### src/rtl/ball_spawner_if.sv
// ball_spawner_if: spawn offer handshake between the spawner and the ball manager
interface ball_spawner_if #(parameter int SIZE_BITS = 10);
  logic                 spawn_valid;
  logic                 spawn_ready;
  logic [SIZE_BITS-1:0] spawn_x;
  logic                 spawn_dir;
  modport master (output spawn_valid, spawn_x, spawn_dir, input spawn_ready);
  modport slave  (input spawn_valid, spawn_x, spawn_dir, output spawn_ready);
endinterface

### src/rtl/ball_spawner.sv
// ball_spawner: triggers the x generator, clamps its value and offers a spawn; SPAWNER_RAND_DIR_EN selects random direction
module ball_spawner #(
  parameter int SIZE_BITS    = 10,
  parameter int X_MIN        = 16,
  parameter int X_MAX        = 591,
  parameter int MAX_BALLS    = 4,
  parameter int COOLDOWN_CYC = 8
) (
  input  logic                             clk,
  input  logic                             reset,
  input  logic                             spawn_req,
  input  logic                             clear,
  input  logic                             ball_popped,
  input  logic [SIZE_BITS-1:0]             rand_val,
  output logic                             rand_trig,
  output logic [$clog2(MAX_BALLS+1)-1:0]   active_cnt,
  output logic                             busy,
  ball_spawner_if.master                   sp
);
  localparam int CW = $clog2(MAX_BALLS+1);
  localparam int DW = $clog2(COOLDOWN_CYC+1);
  localparam logic [SIZE_BITS-1:0] XLO = SIZE_BITS'(X_MIN);
  localparam logic [SIZE_BITS-1:0] XHI = SIZE_BITS'(X_MAX);
  localparam logic [CW-1:0] MAXC = CW'(MAX_BALLS);
  localparam logic [DW-1:0] CLD = DW'(COOLDOWN_CYC-1);
  typedef enum logic [2:0] {IDLE, TRIG, CAPT, OFFER, COOL} state_t;
  state_t state;
  logic pending, tog, hs, dec;
  logic [DW-1:0] cool;
  logic [SIZE_BITS-1:0] clamped;
  // handshake, effective pop and playfield clamp
  always_comb begin
    hs = sp.spawn_valid & sp.spawn_ready;
    dec = ball_popped & (active_cnt != '0);
    clamped = rand_val < XLO ? XLO : rand_val > XHI ? XHI : rand_val;
  end
  // live-ball count: simultaneous spawn and pop cancel out
  always_ff @(posedge clk)
    if (reset || clear) active_cnt <= '0;
    else if (hs && !dec && active_cnt != MAXC) active_cnt <= active_cnt + 1'b1;
    else if (dec && !hs) active_cnt <= active_cnt - 1'b1;
  // spawn sequencer with registered trigger, offer and busy outputs
  always_ff @(posedge clk)
    if (reset) begin
      state <= IDLE;
      pending <= 1'b0;
      cool <= '0;
      tog <= 1'b0;
      rand_trig <= 1'b0;
      busy <= 1'b0;
      sp.spawn_valid <= 1'b0;
      sp.spawn_x <= '0;
      sp.spawn_dir <= 1'b0;
    end else if (clear) begin
      state <= IDLE;
      pending <= 1'b0;
      cool <= '0;
      tog <= 1'b0;
      rand_trig <= 1'b0;
      busy <= 1'b0;
      sp.spawn_valid <= 1'b0;
    end else begin
      rand_trig <= 1'b0;
      if (state != IDLE && spawn_req) pending <= 1'b1;
      case (state)
        IDLE:
          if ((spawn_req || pending) && active_cnt < MAXC) begin
            state <= TRIG;
            pending <= 1'b0;
            rand_trig <= 1'b1;
            busy <= 1'b1;
          end else if (spawn_req) pending <= 1'b1;
        TRIG: state <= CAPT;
        CAPT: begin
          sp.spawn_x <= clamped;
`ifdef SPAWNER_RAND_DIR_EN
          sp.spawn_dir <= rand_val[0];
`else
          sp.spawn_dir <= tog;
`endif
          sp.spawn_valid <= 1'b1;
          state <= OFFER;
        end
        OFFER:
          if (hs) begin
            sp.spawn_valid <= 1'b0;
            cool <= CLD;
            tog <= ~tog;
            state <= COOL;
          end
        COOL:
          if (cool == '0) begin
            state <= IDLE;
            busy <= 1'b0;
          end else cool <= cool - 1'b1;
        default: state <= IDLE;
      endcase
    end
endmodule

### src/flat_wrapper.sv
// flat-port wrapper written by rule: the top's interface ports become plain ports
module ball_spawner_flat 
#(
  parameter int SIZE_BITS    = 10,
  parameter int X_MIN        = 16,
  parameter int X_MAX        = 591,
  parameter int MAX_BALLS    = 4,
  parameter int COOLDOWN_CYC = 8
)
  (clk, reset, spawn_req, clear, ball_popped, rand_val, rand_trig, active_cnt, busy, sp_spawn_valid, sp_spawn_x, sp_spawn_dir, sp_spawn_ready);
  ball_spawner_if #(.SIZE_BITS(SIZE_BITS)) sp_i ();
  input  logic clk;
  input  logic reset;
  input  logic spawn_req;
  input  logic clear;
  input  logic ball_popped;
  input  logic [SIZE_BITS-1:0] rand_val;
  output logic rand_trig;
  output logic [$clog2(MAX_BALLS+1)-1:0] active_cnt;
  output logic busy;
  output wire logic [$bits(sp_i.spawn_valid)-1:0] sp_spawn_valid;
  output wire logic [$bits(sp_i.spawn_x)-1:0] sp_spawn_x;
  output wire logic [$bits(sp_i.spawn_dir)-1:0] sp_spawn_dir;
  input wire logic [$bits(sp_i.spawn_ready)-1:0] sp_spawn_ready;
  assign sp_spawn_valid = sp_i.spawn_valid;
  assign sp_spawn_x = sp_i.spawn_x;
  assign sp_spawn_dir = sp_i.spawn_dir;
  assign sp_i.spawn_ready = sp_spawn_ready;
  ball_spawner #(.SIZE_BITS(SIZE_BITS), .X_MIN(X_MIN), .X_MAX(X_MAX), .MAX_BALLS(MAX_BALLS), .COOLDOWN_CYC(COOLDOWN_CYC)) u_core (.clk(clk), .reset(reset), .spawn_req(spawn_req), .clear(clear), .ball_popped(ball_popped), .rand_val(rand_val), .rand_trig(rand_trig), .active_cnt(active_cnt), .busy(busy), .sp(sp_i));
endmodule
### config.mk
export PLATFORM = sky130hd
export DESIGN_NAME = ball_spawner_flat
export DESIGN_NICKNAME = d
export VERILOG_FILES = /design/src/rtl/ball_spawner_if.sv /design/src/rtl/ball_spawner.sv /design/src/flat_wrapper.sv
export SDC_FILE = /design/constraint.sdc
export NUM_CORES = 1
export LEC_CHECK = 0
export CORE_ASPECT_RATIO = 1.4
export CORE_UTILIZATION = 47
export DETAILED_ROUTE_END_ITERATION = 8
export GPL_TIMING_DRIVEN = 1
export HOLD_SLACK_MARGIN = 0.15
export PLACE_DENSITY = 0.84
export SLEW_MARGIN = 20
export SYNTH_ARGS = -nofsm -noshare
export SYNTH_HDL_FRONTEND = slang
export SYNTH_SLANG_ARGS = --single-unit
### constraint.sdc
create_clock -name clk -period 2.1 [get_ports clk]
set_input_delay 0.525 -clock clk [delete_from_list [all_inputs] [get_ports clk]]
set_output_delay 0.525 -clock clk [all_outputs]
set_load 0.1 [all_outputs]
==> impl_results.md <==
* Initial antenna violation count at 0
* RR Endpoint: u_core.active_cnt[2]
* Final Skew at ~0.004 ns
* Full die area at 2830 µm²
* Drt pass-1 iters at 4
* Period Utilization, post-route at a little over nine tenths
* Hold depth at 2
* Largest net degree at the start of global routing at 16
* Yosys warns at 0
* Root Driver: clkbuf_4
* Fill count at 208
* Global Route Usage Sum at 22.2%
* Vias in the first global route at around 1.2k
* CTS tree: built
* Total design power at 0.000977 W
* EDFF count, synth at 0
* Pins Over Slew Limit at 0
* Tightest Hold Check Type: flop to flop
* Ant. Diodes at 0
* Commonest non-fill, non-tap cell in the layout: buf_4
* Top sig layer: met4
* Metal-1 WL at roughly 1.1 mm
* Post-synthesis sequential area ratio at 42.4%
* Dpl cells at roughly 210
* Clk Latency, worst-skew pair at 0.32 ns
* Cell row count at 21
* Clk sinks at 26
* Metal2 WL at 1.62 mm
* DR vias/cell at approximately 5.5
* Reg2Reg Depth at 7
* Worst-path clk slew at ~0.14 ns
* Final setup vio count at 0
* Setup TNS Final at 0 ns
* Core box area at between 2000 and 2500 µm²
* Max-cap violations at 0
* I/O pin cnt at 33
* Minimum clock period at 2.03 ns
* Final nets at about 200
* Gpl congestion at around 0.8
* Gate Count Post-Synth at roughly 140
* Die width at approximately 45 µm
* Yosys cell types at 42
* Mean Syn Cell Area at around 8.7 µm²
* Post-Syn Nets at 160
* Leak Pwr at 0.650 nW
* Finished Layout Cells at 215
* Congestion Overflow GR at 0
* Outcome: complete, no violations
* Max Freq at roughly 500 MHz
* Hpwl dp at around 2.3 mm
* Power per cell area at a little under 600 nW/µm²
* FF+latch count, synth at 26
* Post-route ant nets at 0
* RSZ-0062 raised after global routing: no
* Commonest cells after routing, fill and taps aside: buf_4 (25), dfxtp_1 (22), nor2_1 (20)
* Global-route wire length before repair at 4.68 mm
* Number of DRC markers in iteration 0 at 27
* Worst min-delay path endpoint: u_core.sp.spawn_x[1]
* Slew headroom at around two thirds
* Cts bufs inserted at 3
* Die Y at about 62 µm
* Crit-path max FO at 3
* # DRC at 0
* Final Hold Slack at 0.469 ns
* Top_reg_cell synth: dfxtp_1
* Post-CTS setup buffers at 0
* Met3 routed WL at ~120 µm
* Final Hold Fails at 0
* Util after Layout at about two thirds
* Max VDD drop at 0.000427 V
* Hold Crit Start: u_core.sp.spawn_x[1]
* Bufs on Longest Clock Path at 2
* Routed len/inst at 13.7 µm
* H-tree depth at 1
* FF-to-FF Start: u_core.active_cnt[0]
* Via Count at between 1k and 1.5k
* Critical path endpoint category: flop
* Final WL at between 2 and 3 mm
* Initial core utilization at slightly above 50%
* Cell Area, Synth at ~1200 µm²
* Crit path kind: input port to flop
* Share of layout cells above drive strength 1 at about a quarter
* Ys async rst share at 0%
* Worst path required time at 2.34 ns
* Port bufs at 32
* Area Overhead vs Synth at 34.7%
* CP Launch Type: input port
* Slew @ Worst Pin at 0.513 ns
* Reg2reg setup slack at roughly 0.17 ns
* Critical Path AT at 2.27 ns
## routing by layer
| layer | track usage, % | vias to the layer above |
|---|---|---|
| li1 | - | 580 |
| met1 | 19.0 | 565 |
| met2 | 42.8 | 40 |
| met3 | 4.34 | 8 |
| met4 | 13.3 | 0 |
| met5 | 0 | - |
## layout make-up
cell class	count	area (µm²)	share of cell area [%]
tap	34	42.5	2.57
clock inverter	1	30.0	1.81
multi-input combinational	106	662	40.0
timing repair buffer	41	358	21.6
inverter	4	15.0	0.907
sequential	26	526	31.7
clock buffer	3	22.5	1.36
## worst max-delay path, cell delays in order
cell and delay (ns):
clkdlybuf4s50_1 0.48, and2_1 0.15, nand3_1 0.11, fa_2 0.38, buf_4 0.15, nor3_1 0.20, o21bai_1 0.11, a21oi_1 0.17
## power by group
| part | switching (W) | internal, W |
|---|---|---|
| clock network | 0.000147 | 0.000193 |
| registers | 0.00000712 | 0.000500 |
| logic | 0.0000771 | 0.0000525 |
## worst max path at each step
stage / from / cells after the start / endpoint
after CTS: sp_spawn_ready / 8 / u_core.active_cnt[2]
after floorplan: u_core.sp.spawn_valid / 7 / u_core.active_cnt[2]
after global routing: ball_popped / 8 / u_core.active_cnt[2]
after detailed placement: sp_spawn_ready / 8 / u_core.active_cnt[2]
final: sp_spawn_ready / 8 / u_core.active_cnt[2]
after global placement: sp_spawn_ready / 8 / u_core.active_cnt[2]
## cells in the mapped netlist (all sizes together) (2+ instances only)
cell     n  area share [%]
dfxtp   26              42
nor2    20             6.1
nand2   15             4.6
a21oi   14             6.9
o21ai    8             3.3
nor3     6             2.9
inv      4             1.2
and3     3             1.5
clkbuf   3            0.92
o211ai   3             1.8
a32oi    2             2.0
and4b    2             1.6
buf      2             1.8
ha       2             2.0
mux2i    2             1.6
nand3    2            0.81
nand3b   2             1.2
nor4     2             1.0
or2      2             1.0
or3      2             1.0
or3b     2             1.4
xnor2    2             1.4
## timing repair
action,4_1_cts,5_1_grt
hold buffers,0,0
endpoints found under the setup margin,0,1
resized for setup,0,1
## state kept, by name, summed over array words and instances (netlist names)
name	flops
u_core.sp.spawn_valid	1
u_core.rand_trig	1
u_core.state	3
u_core.tog	1
u_core.sp.spawn_x	10
u_core.pending	1
u_core.sp.spawn_dir	1
u_core.cool	4
u_core.busy	1
u_core.active_cnt	3
## cell families after synthesis
group / synth area share, %
flip-flops: 42.4
AND/OR/NAND/NOR: 27.2
adder cells (fa/ha/maj): 3.67
XOR/XNOR: 2.14
buffers and inverters: 3.97
multiplexers: 1.63
AO/OA/AOI/OAI: 19.0
## through the flow
step | cell area [µm²] | setup WS, ns
3_3_place_gp | 1600 | -0.0888
4_1_cts | 1650 | 0.0101
2_1_floorplan | 1230 | 0.0497
6_report | 1660 | 0.0718
5_1_grt | 1660 | 0.0312
3_5_place_dp | 1600 | -0.333
No activity file was read; power rests on OpenSTA's default activity.
